## config.mk

```make
export PLATFORM = sky130hd
export DESIGN_NAME = pc_sequencer_flat
export DESIGN_NICKNAME = d
export VERILOG_FILES = /design/src/rtl/pc_sequencer_if.sv /design/src/rtl/pc_sequencer.sv /design/src/flat_wrapper.sv
export SDC_FILE = /design/constraint.sdc
export NUM_CORES = 1
export LEC_CHECK = 0
export CAP_MARGIN = 30
export CORE_AREA = 2 2 114 116
export CTS_BUF_LIST = sky130_fd_sc_hd__clkbuf_4
export DETAILED_ROUTE_END_ITERATION = 8
export DIE_AREA = 0 0 116 118
export PLACE_DENSITY = 0.58
export SYNTH_ARGS = -nofsm -noshare
export SYNTH_HDL_FRONTEND = slang
export SYNTH_SLANG_ARGS = --single-unit
```

## constraint.sdc

```tcl
create_clock -name clk -period 2.6 [get_ports clk]
set_clock_uncertainty 0.2 [all_clocks]
set_input_delay 0.65 -clock clk [delete_from_list [all_inputs] [get_ports clk]]
set_output_delay 0.65 -clock clk [all_outputs]
set_load 0.02 [all_outputs]
```

## src/rtl/pc_sequencer_if.sv

```systemverilog
// rtl/pc_sequencer_if.sv - fetch/redirect bus between the pc sequencer and the pipeline
//
// Purpose:
//    Bundles the fetch handshake, the EX redirect inputs and the RAS status
//    outputs of pc_sequencer into one bus.
// Signals:
//    fetch_ready    instruction memory accepts pc this cycle
//    stall          pipeline hazard stall, holds sequential advance
//    ex_pc          PC of the redirecting instruction in EX
//    branch_taken   taken branch in EX
//    branch_offset  signed word offset relative to ex_pc+INC
//    jump           absolute jump in EX
//    jump_target    jump destination
//    call           qualifies jump as a call (pushes ex_pc+INC)
//    ret            return in EX (pops the RAS)
//    pc             current fetch PC
//    pc_valid       pc is a valid fetch request
//    ras_empty      RAS holds no entries
//    ras_full       RAS holds RAS_DEPTH entries
//    ras_err        sticky: ret seen on an empty RAS
// Modports:
//    master  the sequencer (drives pc and status)
//    slave   the pipeline / fetch side (drives handshake and redirects)

interface pc_sequencer_if #(
   parameter int PC_W  = 11,
   parameter int OFF_W = 32
);

   logic              fetch_ready;
   logic              stall;
   logic [PC_W-1:0]   ex_pc;
   logic              branch_taken;
   logic [OFF_W-1:0]  branch_offset;
   logic              jump;
   logic [PC_W-1:0]   jump_target;
   logic              call;
   logic              ret;
   logic [PC_W-1:0]   pc;
   logic              pc_valid;
   logic              ras_empty;
   logic              ras_full;
   logic              ras_err;

   modport master (
      input  fetch_ready, stall, ex_pc, branch_taken, branch_offset,
             jump, jump_target, call, ret,
      output pc, pc_valid, ras_empty, ras_full, ras_err
   );

   modport slave (
      output fetch_ready, stall, ex_pc, branch_taken, branch_offset,
             jump, jump_target, call, ret,
      input  pc, pc_valid, ras_empty, ras_full, ras_err
   );

endinterface

```

## src/rtl/pc_sequencer.sv

```systemverilog
// rtl/pc_sequencer.sv - fetch-stage PC register, next-PC selection and return-address stack
//
// Purpose:
//    Holds the fetch PC, advances it by INC under the fetch handshake, and
//    applies EX redirects with priority branch > jump(/call) > ret > advance.
//    Calls push ex_pc+INC onto a circular return-address stack; returns pop it.
//    All PC arithmetic is modulo 2^PC_W (word addressed).
// Ports:
//    clk     rising-edge clock
//    rst_n   asynchronous active-low reset
//    bus     pc_sequencer_if.master (fetch handshake, redirects, pc, RAS status)

module pc_sequencer #(
   parameter int PC_W      = 11,
   parameter int OFF_W     = 32,
   parameter int INC       = 1,
   parameter int RESET_PC  = 0,
   parameter int RAS_DEPTH = 4
) (
   input  logic              clk,
   input  logic              rst_n,
   pc_sequencer_if.master    bus
);

   localparam int PTR_W = (RAS_DEPTH > 1) ? $clog2(RAS_DEPTH) : 1;
   localparam int CNT_W = $clog2(RAS_DEPTH + 1);

   localparam logic [PC_W-1:0]  INC_PC    = PC_W'(INC);
   localparam logic [PC_W-1:0]  RESET_VAL = PC_W'(RESET_PC);
   localparam logic [PTR_W-1:0] PTR_LAST  = PTR_W'(RAS_DEPTH - 1);
   localparam logic [PTR_W-1:0] PTR_ONE   = PTR_W'(1);
   localparam logic [CNT_W-1:0] CNT_FULL  = CNT_W'(RAS_DEPTH);
   localparam logic [CNT_W-1:0] CNT_ONE   = CNT_W'(1);

   // PC register and fetch-valid flag
   logic [PC_W-1:0]  pc_q;
   logic [PC_W-1:0]  pc_d;
   logic             valid_q;

   // Return-address stack: wr_ptr is the next slot to write, the top entry
   // sits one slot below it (circularly).
   logic [PC_W-1:0]  ras_mem [RAS_DEPTH];
   logic [PTR_W-1:0] wr_ptr;
   logic [PTR_W-1:0] wr_ptr_inc;
   logic [PTR_W-1:0] wr_ptr_dec;
   logic [CNT_W-1:0] cnt_q;
   logic             err_q;

   // Next-state controls
   logic             push;
   logic             pop;
   logic             set_err;
   logic [PC_W-1:0]  link_pc;
   logic [PC_W-1:0]  off_pc;
   logic [PC_W-1:0]  branch_pc;
   logic             ras_nonempty;

   // Offset brought to PC width: low bits are enough when the offset is wider
   // (modulo arithmetic), otherwise sign-extend.
   generate
      if (OFF_W >= PC_W) begin : g_off_trunc
         assign off_pc = bus.branch_offset[PC_W-1:0];
      end else begin : g_off_sext
         assign off_pc = {{(PC_W-OFF_W){bus.branch_offset[OFF_W-1]}}, bus.branch_offset};
      end
   endgenerate

   assign link_pc      = bus.ex_pc + INC_PC;
   assign branch_pc    = link_pc + off_pc;
   assign ras_nonempty = (cnt_q != '0);

   // Circular pointer neighbours; explicit wrap so non-power-of-two depths work.
   assign wr_ptr_inc = (wr_ptr == PTR_LAST) ? '0 : (wr_ptr + PTR_ONE);
   assign wr_ptr_dec = (wr_ptr == '0) ? PTR_LAST : (wr_ptr - PTR_ONE);

   // Next-PC selection. Redirects ignore stall/fetch_ready; only one source
   // acts per edge.
   always_comb begin
      pc_d    = pc_q;
      push    = 1'b0;
      pop     = 1'b0;
      set_err = 1'b0;
      if (bus.branch_taken) begin
         pc_d = branch_pc;
      end else if (bus.jump) begin
         pc_d = bus.jump_target;
         push = bus.call;
      end else if (bus.ret) begin
         if (ras_nonempty) begin
            pc_d = ras_mem[wr_ptr_dec];
            pop  = 1'b1;
         end else begin
            pc_d    = link_pc;
            set_err = 1'b1;
         end
      end else if (valid_q && bus.fetch_ready && !bus.stall) begin
         pc_d = pc_q + INC_PC;
      end
   end

   always_ff @(posedge clk or negedge rst_n) begin
      if (!rst_n) begin
         pc_q    <= RESET_VAL;
         valid_q <= 1'b0;
      end else begin
         pc_q    <= pc_d;
         valid_q <= 1'b1;
      end
   end

   // Stack pointer and occupancy. A push on a full stack overwrites the oldest
   // entry simply by advancing the pointer; the count saturates.
   always_ff @(posedge clk or negedge rst_n) begin
      if (!rst_n) begin
         wr_ptr <= '0;
         cnt_q  <= '0;
      end else if (push) begin
         wr_ptr <= wr_ptr_inc;
         if (cnt_q != CNT_FULL) begin
            cnt_q <= cnt_q + CNT_ONE;
         end
      end else if (pop) begin
         wr_ptr <= wr_ptr_dec;
         cnt_q  <= cnt_q - CNT_ONE;
      end
   end

   // Entry storage needs no reset: an entry is only read once pushed.
   always_ff @(posedge clk) begin
      if (push) begin
         ras_mem[wr_ptr] <= link_pc;
      end
   end

   always_ff @(posedge clk or negedge rst_n) begin
      if (!rst_n) begin
         err_q <= 1'b0;
      end else if (set_err) begin
         err_q <= 1'b1;
      end
   end

   assign bus.pc        = pc_q;
   assign bus.pc_valid  = valid_q;
   assign bus.ras_empty = (cnt_q == '0);
   assign bus.ras_full  = (cnt_q == CNT_FULL);
   assign bus.ras_err   = err_q;

endmodule

```

## src/flat_wrapper.sv

```systemverilog
// flat-port wrapper written by rule: the top's interface ports become plain ports
module pc_sequencer_flat 
#(
   parameter int PC_W      = 11,
   parameter int OFF_W     = 32,
   parameter int INC       = 1,
   parameter int RESET_PC  = 0,
   parameter int RAS_DEPTH = 4
)
  (clk, rst_n, bus_fetch_ready, bus_stall, bus_ex_pc, bus_branch_taken, bus_branch_offset, bus_jump, bus_jump_target, bus_call, bus_ret, bus_pc, bus_pc_valid, bus_ras_empty, bus_ras_full, bus_ras_err);
  pc_sequencer_if #(.PC_W(PC_W), .OFF_W(OFF_W)) bus_i ();
  input  logic clk;
  input  logic rst_n;
  input wire logic [$bits(bus_i.fetch_ready)-1:0] bus_fetch_ready;
  input wire logic [$bits(bus_i.stall)-1:0] bus_stall;
  input wire logic [$bits(bus_i.ex_pc)-1:0] bus_ex_pc;
  input wire logic [$bits(bus_i.branch_taken)-1:0] bus_branch_taken;
  input wire logic [$bits(bus_i.branch_offset)-1:0] bus_branch_offset;
  input wire logic [$bits(bus_i.jump)-1:0] bus_jump;
  input wire logic [$bits(bus_i.jump_target)-1:0] bus_jump_target;
  input wire logic [$bits(bus_i.call)-1:0] bus_call;
  input wire logic [$bits(bus_i.ret)-1:0] bus_ret;
  output wire logic [$bits(bus_i.pc)-1:0] bus_pc;
  output wire logic [$bits(bus_i.pc_valid)-1:0] bus_pc_valid;
  output wire logic [$bits(bus_i.ras_empty)-1:0] bus_ras_empty;
  output wire logic [$bits(bus_i.ras_full)-1:0] bus_ras_full;
  output wire logic [$bits(bus_i.ras_err)-1:0] bus_ras_err;
  assign bus_i.fetch_ready = bus_fetch_ready;
  assign bus_i.stall = bus_stall;
  assign bus_i.ex_pc = bus_ex_pc;
  assign bus_i.branch_taken = bus_branch_taken;
  assign bus_i.branch_offset = bus_branch_offset;
  assign bus_i.jump = bus_jump;
  assign bus_i.jump_target = bus_jump_target;
  assign bus_i.call = bus_call;
  assign bus_i.ret = bus_ret;
  assign bus_pc = bus_i.pc;
  assign bus_pc_valid = bus_i.pc_valid;
  assign bus_ras_empty = bus_i.ras_empty;
  assign bus_ras_full = bus_i.ras_full;
  assign bus_ras_err = bus_i.ras_err;
  pc_sequencer #(.PC_W(PC_W), .OFF_W(OFF_W), .INC(INC), .RESET_PC(RESET_PC), .RAS_DEPTH(RAS_DEPTH)) u_core (.clk(clk), .rst_n(rst_n), .bus(bus_i));
endmodule
```

## Word level (Yosys, flattened, before mapping)

Memories as Yosys holds them, arrays and structs flattened.
Cells that the tools add are included.

| word-level totals | value |
|---|---|
| bits of input ports | 62 |
| output and inout bits | 15 |
| memories | 1 |
| logic and storage cells | 50 |
| memory bits (writable) | 44 |
| flip-flop bits (word level) | 18 |

Memories:

| name | depth | width | rd ports | clocked after memory_dff | write ports | line | source |
|---|---|---|---|---|---|---|---|
| u_core.ras_mem | 4 | 11 | 1 | 0 | 1 | pc_sequencer.sv:42 | `logic [PC_W-1:0] ras_mem [RAS_DEPTH];` |

| cells by class | value |
|---|---|
| muxes and demuxes | 24 |
| equal/unequal tests | 4 |
| $add $sub $neg | 7 |
| reductions and logical operators | 9 |

Operators by type and width:

| cell | number |
|---|---|
| 2-to-1 mux 11 bit | 5 |
| adder 11 x 1 -> 11 bit (second input constant) | 2 |
| 2-to-1 mux 1 bit | 12 |
| adder 11 bit | 1 |
| 2-to-1 mux 3 bit | 3 |
| 2-to-1 mux 2 bit | 4 |
| nonzero test 4 bit | 1 |
| adder 3 x 1 -> 3 bit (second input constant) | 1 |
| equality test 3 bit (second input constant) | 1 |
| logical NOT 3 bit | 1 |
| inequality test 3 bit (second input constant) | 1 |
| nonzero test 3 bit | 1 |
| subtractor 3 x 1 -> 3 bit (second input constant) | 1 |
| adder 2 x 1 -> 2 bit (second input constant) | 1 |
| equality test 2 bit (second input constant) | 1 |
| logical AND 1 bit | 2 |
| logical NOT 2 bit | 1 |
| inequality test 2 bit (second input constant) | 1 |
| AND reduction 2 bit | 1 |
| nonzero test 2 bit | 1 |
| subtractor 2 x 1 -> 2 bit (second input constant) | 1 |
| logical NOT 1 bit | 1 |

## Longest topological paths before layout

| depth | value |
|---|---|
| depth in word-level cells | 7 |
| mapped depth | 11 |
| mapped depth without buffers | 11 |

## Least setup slack after synthesis

No wires, ideal clock.

| path | value |
|---|---|
| path kind | input to register |
| from | input bus_ex_pc[0] |
| to | register u_core.pc_q[10], in the netlist u_core.bus.pc[10] |
| setup time | 0.137 ns |
| arrival | 2.643 ns |
| path buffers | 0 |
| path slack | -0.381 ns |
| required time | 2.263 ns |
| cell stages on the path | 11 |
| cells stage by stage | ha_1 -> nand4_1 -> nor2_1 -> xor2_1 -> ha_1 -> or2_2 -> a21oi_1 -> a31oi_1 -> a31oi_1 -> xnor2_1 -> o211ai_1 |

| between the ends | value |
|---|---|
| elaborated cells on any way between the ends | 6 |
| classes of those cells | 2 x add/sub; 4 x mux |

RTL lines:

| what | line | source |
|---|---|---|
| start: declaration | flat_wrapper.sv:16 | `input wire logic [$bits(bus_i.ex_pc)-1:0] bus_ex_pc;` |
| adder 11 x 1 -> 11 bit | pc_sequencer.sv:68 | `assign link_pc = bus.ex_pc + INC_PC;` |
| via u_core.link_pc[6] | pc_sequencer.sv:53 | `logic [PC_W-1:0] link_pc;` |
| adder 11 bit | pc_sequencer.sv:69 | `assign branch_pc = link_pc + off_pc;` |
| 2-to-1 mux 11 bit | pc_sequencer.sv:83 | `if (bus.branch_taken) begin` |
| end signal: assignment | pc_sequencer.sv:106 | `pc_q <= pc_d;` |
| end: declaration | pc_sequencer.sv:36 | `logic [PC_W-1:0] pc_q;` |

The timed path passes the listed nets, and every way through them passes these cells.
A chain may end at the register's enable or synchronous reset.

## Worst setup path after layout

Same ends and word-level chain as after synthesis.

==> flow_metrics.tcl <==
set metrics [dict create \
    antenna_found_initial 0 \
    first_global_vias 2994 \
    fmax_mhz 395 \
    dpl.hpwl_um 7730 \
    wl_um 10100 \
    ctsHoldBuffers 0 \
    start_kind "primary input" \
    syn_to_final_growth_pct 47.2 \
    path_clk_slew_ns 0.10 \
    crit_path_max_fanout 3 \
    gr-total-overflow 0 \
    whs_ns 0.290 \
    start_util_pct 29.4 \
    synthMuxAreaShare_pct 8.61 \
    hold_path_class "reg -> reg" \
    arrival_ns 2.64 \
    worstSkewPairLatency_ns 0.43 \
    drt-wirelength-per-cell_um 16.2 \
    maxCapViolations 0 \
    synth-seq-cells 62 \
    required_ns 2.71 \
    synth_compound_area_share_pct 13.1 \
    place_congestion 0.880 \
    ios 77 \
    powerDensity_nw_per_um2 695 \
    numCtsBuffers 9 \
    die-height_um 118 \
    die_w_um 116 \
    diodes 0 \
    yosys.area_share.adder_pct 7.62 \
    p_clk_share_pct 17.4 \
    htreeDepth 3 \
    portBuffers 55 \
    nNetsFinal 534 \
    track_usage_pct 15.3 \
    dieArea_sq_um 13700 \
    hold_viol 0 \
    ys_seq_area_share_pct 48.6 \
    grt_pass1_wl_um 15800 \
    synth.distinct_cells 58 \
    crit_path_end_kind "flip-flop" \
    p_seq_share_pct 34.8 \
    cts_tree "done" \
    synth-simple-area-share_pct 12.3 \
    drt_iter0_drc 170 \
    slew_violations 0 \
    synth_flop_cell "edfxtp_1" \
    switching_share_pct 35.0 \
    p_leak_nw 2.15 \
    syn_area_sq_um 3650 \
    grt_setup_unrepaired "yes" \
    peakVddDrop_mv 0.244 \
    viasPerCell 4.76 \
    firstDrtPassIters 4 \
    fin_crit_sh_pct 97.3 \
    cts_sinks 62 \
    fp.coreArea_sq_um 12400 \
    cts-root-buf "clkbuf_4" \
    power.internal_mw 2.42 \
    synth_edf_count 44 \
    drive_above_1_share_pct 31.1 \
    postLayoutCellArea_sq_um 5370 \
    syn-instance-count 311 \
    finalSetupViolCount 0 \
    clockBufferDepth 2 \
    synth_nets 394 \
    ys_async_sr_fraction_pct 29.0 \
    yosys.area_share.xor_xnor_pct 6.73 \
    post_synth.cell_area_avg_sq_um 11.7 \
    ys.warnings.count 0 \
    grt_max_degree 19 \
    row_count 41 \
    power_frac_comb_pct 47.8 \
    crit_type "in -> reg" \
    vias 2992 \
    antenna_left 0 \
    min_period_ns 2.53 \
    p_sw_mw 1.31 \
    drc 0 \
    outcome "completed" \
    placed_area_sq_um 4980 \
    synth_top_family_by_area "compound AO/OA/AOI/OAI gates" \
    post-route-util_pct 43.2 \
]
## layout by cell type (no fill, tap or decap), drive strengths merged, types with 2 or more instances in the layout
cell,count
nor2b,2
dlygate4sd2,3
a31oi,6
a211o,2
nor2,21
xor2,13
a21o,5
a22oi,2
nand3,10
o31ai,2
a21oi,14
buf,83
mux4,11
nand2b,2
fa,2
nor3,5
and2,5
inv,14
clkinvlp,2
nand2,28
o2111ai,2
xnor2,15
and4,3
edfxtp,44
a211oi,9
dfrtp,18
o21ai,14
o22ai,3
clkinv,5
and3,8
mux2,2
o211ai,4
clkbuf,12
clkdlybuf4s50,46
ha,19
## final timing paths
path                                          from            endpoint  slack [ns]  depth (start not counted)
worst min register to register  u_core.bus.ras_err  u_core.bus.ras_err        0.29                          1
worst max-delay path                  bus_ex_pc[0]   u_core.bus.pc[10]        0.07                         12
min in group asynchronous                    rst_n    u_core.bus.pc[1]        0.35                          2
worst min-delay path            u_core.bus.ras_err  u_core.bus.ras_err        0.29                          1
max in group asynchronous                    rst_n     u_core.cnt_q[0]        1.63                          2
worst max register to register    u_core.wr_ptr[0]    u_core.bus.pc[6]        0.14                          8
## kinds of logic after synthesis
kind of cell               count (synthesis)
buffers and inverters                     23
and+or+nand+nor                           91
muxes                                     14
AOI/OAI and AO/OA                         71
other                                      1
DFF                                       62
adders and majority gates                 21
xor gates and xnor gates                  28
## synth_stat cells, types with 6 or more instances
cell type / number / area, sq um
a211oi_1: 9 / 67.6
a21oi_1: 14 / 70.1
a31oi_1: 6 / 37.5
and3_1: 8 / 50.1
dfrtp_1: 18 / 450
edfxtp_1: 44 / 1320
ha_1: 19 / 238
inv_1: 14 / 52.6
mux4_1: 9 / 236
nand2_1: 28 / 105
nand3_1: 10 / 50.1
nor2_1: 21 / 78.8
o21ai_0: 13 / 65.1
xnor2_1: 15 / 131
xor2_1: 13 / 114
## per-stage QoR
| stage | std cells | total power [mW] | setup WS (ns) | setup TNS, ns |
|---|---|---|---|---|
| 5_1_grt | 628 | 3.96 | -0.0409 | -0.0409 |
| 2_1_floorplan | 311 | 2.29 | -0.111 | -0.177 |
| 6_report | 628 | 3.73 | 0.0705 | 0 |
| 3_3_place_gp | 600 | 2.99 | -0.734 | -5.75 |
| 4_1_cts | 619 | 3.69 | 0.00685 | 0 |
| 3_5_place_dp | 600 | 3.01 | -0.852 | -6.68 |
## worst max-delay path, stage by stage
cell and delay (ns):
buf_2 0.13, buf_4 0.15, clkinvlp_4 0.11, ha_2 0.19
inv_1 0.06, fa_2 0.41, nor2b_2 0.17, o2111ai_2 0.18
a31oi_2 0.21, a31oi_2 0.12, xnor2_1 0.17, o211ai_1 0.09
## timing repair
action / CTS / global route
setup buffers: 3 / 9
resized for setup: 34 / 19
pin swaps: 15 / 15
endpoints found under the hold margin: 0 / 0
setup endpoints to repair: 9 / 9
## layout make-up
cell class	count	area, sq um
sequential	62	1770
multi-input combinational	226	1970
clock buffer	9	67.6
tap	172	215
clock inverter	7	65.1
inverter	15	60.1
timing repair buffer	137	1210
fill	1208	7050
## sequential cells by signal (all words and copies together) (netlist names)
signal	flops
u_core.cnt_q	3
u_core.wr_ptr	2
u_core.bus.pc_valid	1
u_core.bus.ras_err	1
u_core.bus.pc	11
u_core.ras_mem	44
## per-layer routing
layer	wire, um	track usage, %	vias to the layer above
met4	191	5.21	0
met3	473	3.14	15
met1	4810	21.6	1439
met2	4670	23.5	80
li1	-	-	1458
met5	0	0	-
## power by group through the flow
stage,Combinational (mW),Clock (mW),Sequential (mW)
after floorplan,0.925,0,1.36
after global placement,1.67,0,1.32
after detailed placement,1.69,0,1.32
after CTS,1.72,0.665,1.30
after global routing,1.93,0.711,1.32
final,1.78,0.649,1.30
(Power assumes the default switching activity.)
